<file path="src/rtl/mem_bus_arbiter_pkg.sv">
// Shared types for the CPU/debug memory bus arbiter.
// Arbiter FSM states, grant encodings and counter sizing helper.
package mem_bus_arbiter_pkg;

   typedef enum logic [1:0] {
      ARB,
      DBG_RD,
      RESP
   } arb_state_t;

   typedef enum logic [1:0] {
      GNT_NONE,
      GNT_CPU,
      GNT_DBG
   } arb_grant_t;

   // Bits needed to hold 0..limit inclusive.
   function automatic int unsigned cnt_width(input int unsigned limit);
      return (limit < 1) ? 1 : $clog2(limit + 1);
   endfunction

endpackage

</file>
<file path="src/rtl/arb_starve_ctr.sv">
// Saturating count of arbitration conflicts lost by the debug master.
// Clear has priority over increment; at_limit flags the forced-win point.
module arb_starve_ctr
   import mem_bus_arbiter_pkg::*;
#(
   parameter int unsigned LIMIT = 4
) (
   input  logic clock,
   input  logic reset,
   input  logic inc,
   input  logic clr,
   output logic at_limit
);

   localparam int unsigned W = cnt_width(LIMIT);
   localparam logic [W-1:0] LIM = W'(LIMIT);

   logic [W-1:0] cnt;

   always_ff @(posedge clock) begin
      if (reset || clr) begin
         cnt <= '0;
      end else if (inc && (cnt != LIM)) begin
         cnt <= cnt + 1'b1;
      end
   end

   assign at_limit = (cnt == LIM);

endmodule

</file>
<file path="src/rtl/mem_bus_arbiter.sv">
// Shares a single-port synchronous memory between the CPU datapath and a
// debug/DMA master; CPU has priority, debug is forced through after repeated losses.
module mem_bus_arbiter
   import mem_bus_arbiter_pkg::*;
#(
   parameter int unsigned AW           = 16,
   parameter int unsigned DW           = 16,
   parameter int unsigned STARVE_LIMIT = 4
) (
   input  logic          clock,
   input  logic          reset,
   input  logic          cpu_re,
   input  logic          cpu_we,
   input  logic [AW-1:0] cpu_addr,
   input  logic [DW-1:0] cpu_wdata,
   output logic [DW-1:0] cpu_rdata,
   output logic          cpu_stall,
   input  logic          dbg_req,
   input  logic          dbg_we,
   input  logic [AW-1:0] dbg_addr,
   input  logic [DW-1:0] dbg_wdata,
   output logic          dbg_gnt,
   output logic          dbg_rvalid,
   output logic [DW-1:0] dbg_rdata,
   output logic          mem_re,
   output logic          mem_we,
   output logic [AW-1:0] mem_addr,
   output logic [DW-1:0] mem_wdata,
   input  logic [DW-1:0] mem_rdata
);

   arb_state_t state;
   arb_grant_t grant;

   logic cpu_req;
   logic dbg_ok;
   logic at_limit;
   logic starve_inc;

   assign cpu_req = cpu_re | cpu_we;
   assign dbg_ok  = dbg_req && (state == ARB);

   // Grants are suppressed during the reset cycle so no stray access reaches memory.
   always_comb begin
      grant = GNT_NONE;
      if (!reset) begin
         if (cpu_req && dbg_ok) begin
            grant = at_limit ? GNT_DBG : GNT_CPU;
         end else if (cpu_req) begin
            grant = GNT_CPU;
         end else if (dbg_ok) begin
            grant = GNT_DBG;
         end
      end
   end

   always_comb begin
      mem_re    = 1'b0;
      mem_we    = 1'b0;
      mem_addr  = '0;
      mem_wdata = '0;
      case (grant)
         GNT_CPU: begin
            mem_re    = cpu_re;
            mem_we    = cpu_we;
            mem_addr  = cpu_addr;
            mem_wdata = cpu_wdata;
         end
         GNT_DBG: begin
            mem_re    = ~dbg_we;
            mem_we    = dbg_we;
            mem_addr  = dbg_addr;
            mem_wdata = dbg_wdata;
         end
         default: ;
      endcase
   end

   assign dbg_gnt    = (grant == GNT_DBG);
   assign cpu_stall  = cpu_req && dbg_gnt;
   assign cpu_rdata  = mem_rdata;
   assign starve_inc = cpu_req && dbg_ok && (grant == GNT_CPU);

   arb_starve_ctr #(
      .LIMIT (STARVE_LIMIT)
   ) u_starve (
      .clock    (clock),
      .reset    (reset),
      .inc      (starve_inc),
      .clr      (dbg_gnt),
      .at_limit (at_limit)
   );

   always_ff @(posedge clock) begin
      if (reset) begin
         state      <= ARB;
         dbg_rdata  <= '0;
         dbg_rvalid <= 1'b0;
      end else begin
         dbg_rvalid <= 1'b0;
         case (state)
            ARB: begin
               if (dbg_gnt && !dbg_we) begin
                  state <= DBG_RD;
               end
            end
            DBG_RD: begin
               dbg_rdata  <= mem_rdata;
               dbg_rvalid <= 1'b1;
               state      <= RESP;
            end
            RESP: begin
               state <= ARB;
            end
            default: begin
               state <= ARB;
            end
         endcase
      end
   end

   a_cpu_rw_excl: assert property (@(posedge clock) disable iff (reset) !(cpu_re && cpu_we));

endmodule

</file>
<file path="config.mk">
export PLATFORM = sky130hd
export DESIGN_NAME = mem_bus_arbiter
export DESIGN_NICKNAME = d
export VERILOG_FILES = /design/src/rtl/mem_bus_arbiter_pkg.sv /design/src/rtl/arb_starve_ctr.sv /design/src/rtl/mem_bus_arbiter.sv
export SDC_FILE = /design/constraint.sdc
export NUM_CORES = 1
export LEC_CHECK = 0
export BUFFER_PORTS_ARGS = -buffer_cell sky130_fd_sc_hd__buf_4
export CORE_ASPECT_RATIO = 1.75
export CORE_MARGIN = 1
export CORE_UTILIZATION = 38
export CTS_CLUSTER_SIZE = 10
export DETAILED_ROUTE_END_ITERATION = 16
export PLACE_DENSITY = 0.91
export REMOVE_ABC_BUFFERS = 1
export SLEW_MARGIN = 0
export SYNTH_ARGS = -nofsm -noshare
export SYNTH_HDL_FRONTEND = slang
export SYNTH_SLANG_ARGS = --single-unit
</file>
<file path="constraint.sdc">
create_clock -name clock -period 3.99 [get_ports clock]
set_input_delay 0.798 -clock clock [delete_from_list [all_inputs] [get_ports clock]]
set_output_delay 0.798 -clock clock [all_outputs]
set_load 0.05 [all_outputs]
</file>
Yosys cells after proc, flatten, opt, wreduce, memory -nomap -nowiden
Cells that the tools add are included.

storage, ports and cells
  output and inout bits = 69
  bits in writable memories = 0
  bits in latches = 0
  register bits = 22
  memories kept = 0
  ROM bits = 0

cells by class
  add/sub/neg operators = 1
  $mul = 0
  reductions and logical operators = 9
  magnitude comparators = 0
  mux-type cells = 12
  eq/ne operators = 6
  bitwise operators = 2
  shift-type cells = 0
  divide/modulo/power cells = 0

operators with widths
  cell                                                                      number
  16-bit case mux with 2 select lines                                       2
  2-bit 2-to-1 mux                                                          6
  1-bit logical AND                                                         6
  2-bit by 1-bit == test with 1-bit output (second input constant)          2
  1-bit case mux with 2 select lines                                        2
  2-bit case mux with 2 select lines                                        1
  3-bit by 1-bit adder with 3-bit output (second input constant)            1
  3-bit == test (second input constant)                                     1
  3-bit inequality test (second input constant)                             1
  2-bit == test (second input constant)                                     1
  2-bit logical NOT                                                         1
  2-bit by 1-bit inequality test with 1-bit output (second input constant)  1
  1-bit logical NOT                                                         1
  1-bit logical OR                                                          1
  1-bit 2-to-1 mux                                                          1
  1-bit inverter                                                            1
  1-bit bitwise OR                                                          1

Logic depth before layout (Yosys ltp)
  depth after elaboration = 10
  depth in mapped cells = 9
  gate-level depth less buffers = 9

Cells and area by module
A second synthesis with hierarchy kept.

second synthesis, totals
  cells, all modules = 206
  area total of the unflattened synthesis = 1701.6 um^2

modules (own cells, without submodules)
  module           instances  seq. area each (um^2)  area each (um^2)  cells each
  mem_bus_arbiter  1          380.4                  1514.0            188
  arb_starve_ctr   1          60.1                   187.7             18

Worst setup path before layout
OpenSTA, ideal clock, no wires.

  kind = input to output
  from = in dbg_req
  to = out mem_addr[0]
  arrival time = 3.224 ns
  slack = -0.032 ns
  required time = 3.192 ns
  path buffers = 1
  cell stages on the path = 7
  cells stage by stage = or3b_4 > or3_4 > inv_2 > ha_1 > buf_1 > a22oi_1 > nor2_1

between the ends
  cells in the longest elaborated chain, start to end = 7
  elaborated cells on any way between the ends = 9
  those cells by class = eq/ne (2); mux (5); reduce/logical (2)

RTL lines
  what                                   line                   RTL
  from (decl)                            mem_bus_arbiter.sv:18  input logic dbg_req,
  1-bit logical AND *                    mem_bus_arbiter.sv:41  assign dbg_ok = dbg_req && (state == ARB);
  2-bit 2-to-1 mux                       mem_bus_arbiter.sv:51  end else if (dbg_ok) begin
  2-bit 2-to-1 mux                       mem_bus_arbiter.sv:49  end else if (cpu_req) begin
  2-bit 2-to-1 mux *                     mem_bus_arbiter.sv:47  if (cpu_req && dbg_ok) begin
  2-bit 2-to-1 mux *                     mem_bus_arbiter.sv:46  if (!reset) begin
  2-bit == test *                        n/a
  named net dbg_gnt                      mem_bus_arbiter.sv:22  output logic dbg_gnt,
  16-bit case mux with 2 select lines *  mem_bus_arbiter.sv:62  case (grant)
  to (decl)                              mem_bus_arbiter.sv:27  output logic [AW-1:0] mem_addr,

Mark *: on every way through the listed nets, which the timed path passes. The rest lies on a longest branch.

Final worst setup path
  from = in dbg_req
  to = out mem_addr[13]

between the ends
  cells in the longest elaborated chain, start to end = 7
  elaborated cells on any way between the ends = 9
  those cells by class = eq/ne (2); mux (5); reduce/logical (2)

RTL lines
  what                                                                              line
  1-bit logical AND *                                                               mem_bus_arbiter.sv:41
  2-bit 2-to-1 mux                                                                  mem_bus_arbiter.sv:51
  2-bit 2-to-1 mux                                                                  mem_bus_arbiter.sv:49
  2-bit 2-to-1 mux *                                                                mem_bus_arbiter.sv:47
  2-bit 2-to-1 mux *                                                                mem_bus_arbiter.sv:46
  2-bit == test / 2-bit by 1-bit == test with 1-bit output (equally long branches)  mem_bus_arbiter.sv:62
  16-bit case mux with 2 select lines *                                             mem_bus_arbiter.sv:62

Every way passes the cells marked *; elsewhere a longest branch is shown, timed or not.

==> results.md <==
* Outcome: finished, final reports clean
* Sequential cell area fraction in the yosys report at 29.78%
* Share of final-layout standard cells stronger than drive strength 1 at 49.55%
* Max Clk Rate at 0.2783 GHz
* Vert. Die Dim at 84.53 um
* Total wire length at 5.416 mm
* Maximum clock insertion buffer count at 2
* Largest driver fanout on the critical path at 23
* Layout-stage area growth over the synthesis result at 74.96%
* Worst path required time at 3.19 ns
* Vias post-DR at 1,978
* Overflow after GRT at 0
* Leakage power at 1.267 nW
* Commonest non-fill, non-tap cell in the layout: buf_4
* Max_slew headroom at 24.97%
* Combined global-route utilization of all metal layers at 24.84%
* Cell-by-cell trace of the critical path: buf_4 -> or3b_4 -> or3_4 -> ha_1 -> buf_4 -> nor2_1 -> buf_4
* Synth warn at 0
* Clock slew at the register clock pins of the worst setup and hold paths at 0.08 ns
* Setup crit end: mem_addr[13]
* Ys flop type: dfxtp_1
* Launching element type of the critical path: primary input
* Worst path slowest cell: ha_1
* TritonCTS clock tree: done
* Number of cells produced by synthesis at 208
* Final setup violating endpoints at 0
* Die Span X at 49.16 um
* Max-slew violation count at 0
* Leading cell types in the layout, fill and taps excluded: buf_4, nor2_1, a22oi_1, nand2_1, dfxtp_1
* Fin crit share at 90.06%
* Setup slack of the worst register-to-register path at 1.65 ns
* Root Buffer: clkbuf_8
* Die area at 4155 um2
* Unrepaired setup endpoints after global routing: no
* Number of standard cells in the layout, taps in and fillers out at 383
* Number of fill cells at 279
* Arrival time of data at the critical path endpoint at 2.80 ns
* Worst setup path startpoint: dbg_req
* Maxcap violations at 0
* Global-route wire length before repair at 8.114 mm
* Placed wire-length estimate at 4.242 mm
* Crit-path most repeated cell: buf_4
* Async set or reset register ratio after synthesis at 0%
* Min-Delay Path Class: reg -> reg
* Final Skew at 0.004586 ns
* Clk Latency, worst-skew pair at 0.26 ns
* Number of global-route vias before repair at 1,849
* Flops & latches, synth at 22
* Synthesized area per cell at 7.110 um2
* Buffer and inverter count on the worst path at 3
* Number of DRC markers in iteration 0 at 31
* Maximum number of pins on one net before global-route repair at 31
* Total CTS buffers at 3
* Peak per-stage delay on the critical path at 0.53 ns
* Hold_buf cts at 0
* Actual transition at the worst max-transition pin at 1.123 ns
* Post-layout power at 0.6413 mW
* Reg-to-reg endpoint: u_starve.cnt[2]
* Classification of the worst setup path: in -> out
* Final hold viol count at 0
* Nets at 429
* Count of flip-flops with a built-in enable after synthesis at 0
* Netlist cell types at 27
* Highest ir drop seen on vdd at 0.2589 mV
* Number of standard-cell rows in the floorplan at 29
* # resized after CTS at 0
* Setup Buffers After CTS at 0
* Count of input and output buffers at 154
* Core footprint at 3665 um2
* Worst Hold Depth at 2
* Nature of the critical path endpoint: output pin
* Reg2reg start: state[0]
* Count of TritonRoute iterations in the first routing pass at 4
* Placed Cells incl. Taps at 379
* H-Tree Level Count at 1
* Final Critical Period at 3.594 ns
* Number of clock sinks at 22
* Post-synthesis cell area at 1479 um2
* Initial core utilization at 40.36%
* Power per Cell Area at 247.9 nW/um2
* Vias per std cell at 5.164
* Worst Reg-to-Reg Cells at 7
* Antenna Nets Post-Route at 0
* Count of cell instances traversed by the critical path at 7
* Worst path top cell family by delay: simple AND/OR/NAND/NOR gates
* I/O pin count at 155
* Antenna violations before repair at 0
* Antenna cells at 0
* Per-cell routed wire length at 14.14 um
* DRC violations left at 0
* RD Place Congestion at 0.8625
-- sequential cells by signal (all words and copies together) (netlist names) --
register,count
dbg_rvalid,1
dbg_rdata,16
u_starve.cnt,3
state,2
-- cells by family (layout without fill, tap and decap cells) --
family	after synthesis	in the layout	share of synthesized area, %
simple gates	84	84	24.45
compound gates	57	57	26.40
buf+inv	39	168	14.38
flops	22	22	29.78
fa+ha+maj	5	5	4.230
mux	1	1	0.7614
-- worst min path at each step --
stage / from / endpoint / slack (ns)
2_1_floorplan: u_starve.cnt[0] / u_starve.cnt[0] / 0.46
3_3_place_gp: dbg_rdata[7] / dbg_rdata[7] / 0.44
3_5_place_dp: dbg_rdata[8] / dbg_rdata[8] / 0.45
4_1_cts: dbg_rdata[7] / dbg_rdata[7] / 0.46
5_1_grt: dbg_rdata[7] / dbg_rdata[7] / 0.48
6_report: dbg_rdata[8] / dbg_rdata[8] / 0.46
-- synthesized netlist by cell type, types with 2 or more instances --
library cell,n,area (um2)
a21oi_1,19,95.09
a22oi_1,33,247.7
buf_1,2,7.510
buf_2,4,20.02
buf_4,16,120.1
clkbuf_1,10,37.54
dfxtp_1,22,440.4
ha_1,5,62.56
inv_1,5,18.77
nand2_1,33,123.9
nand2b_1,2,12.51
nand3_1,3,15.01
nor2_1,38,142.6
nor2b_1,2,12.51
o31ai_1,2,15.01
-- tightest hold or removal path: stages (launching register included) --
cell     delay, ns
dfxtp_1       0.31
nand2_1       0.05
a21oi_1       0.05
-- routing by layer --
metal,wire length (um),up-vias,part of all wire (%),GRT usage (%)
li1,-,954,-,-
met4,110,0,2.0,10.43
met5,0,-,0,0
met3,626,11,12,7.609
met2,2837,125,52,47.95
met1,1842,888,34,22.96
-- per-stage QoR --
stage	hold WS, ns	setup TNS, ns	area [um2]	setup slack, ns	util, %
after floorplan	0.4588	-8.363	1289	-0.2698	-
after global placement	0.4417	0	2532	0.4666	69.10
after detailed placement	0.4466	0	2532	0.3823	69.10
after CTS	0.4575	0	2587	0.3791	70.60
after global routing	0.4804	0	2587	0.2993	70.60
final	0.4556	0	2587	0.3965	70.60
-- area by class of cell --
| type | instances | area [um2] | share of cell area (%) |
|---|---|---|---|
| multi-input cells | 147 | 825.8 | 31.91 |
| flip-flops and latches | 22 | 440.4 | 17.02 |
| inverters | 6 | 22.52 | 0.8704 |
| clock buffers | 4 | 55.05 | 2.128 |
| repair buffers | 158 | 1186 | 45.84 |
| well taps | 46 | 57.56 | 2.224 |
-- power by group --
part           leakage [nW]  total, mW  switching [mW]  internal, mW
combinational          1.06      0.258           0.152         0.106
clock                0.0288      0.161          0.0727        0.0879
sequential            0.177      0.222         0.00127         0.221
(Power assumes the default switching activity.)
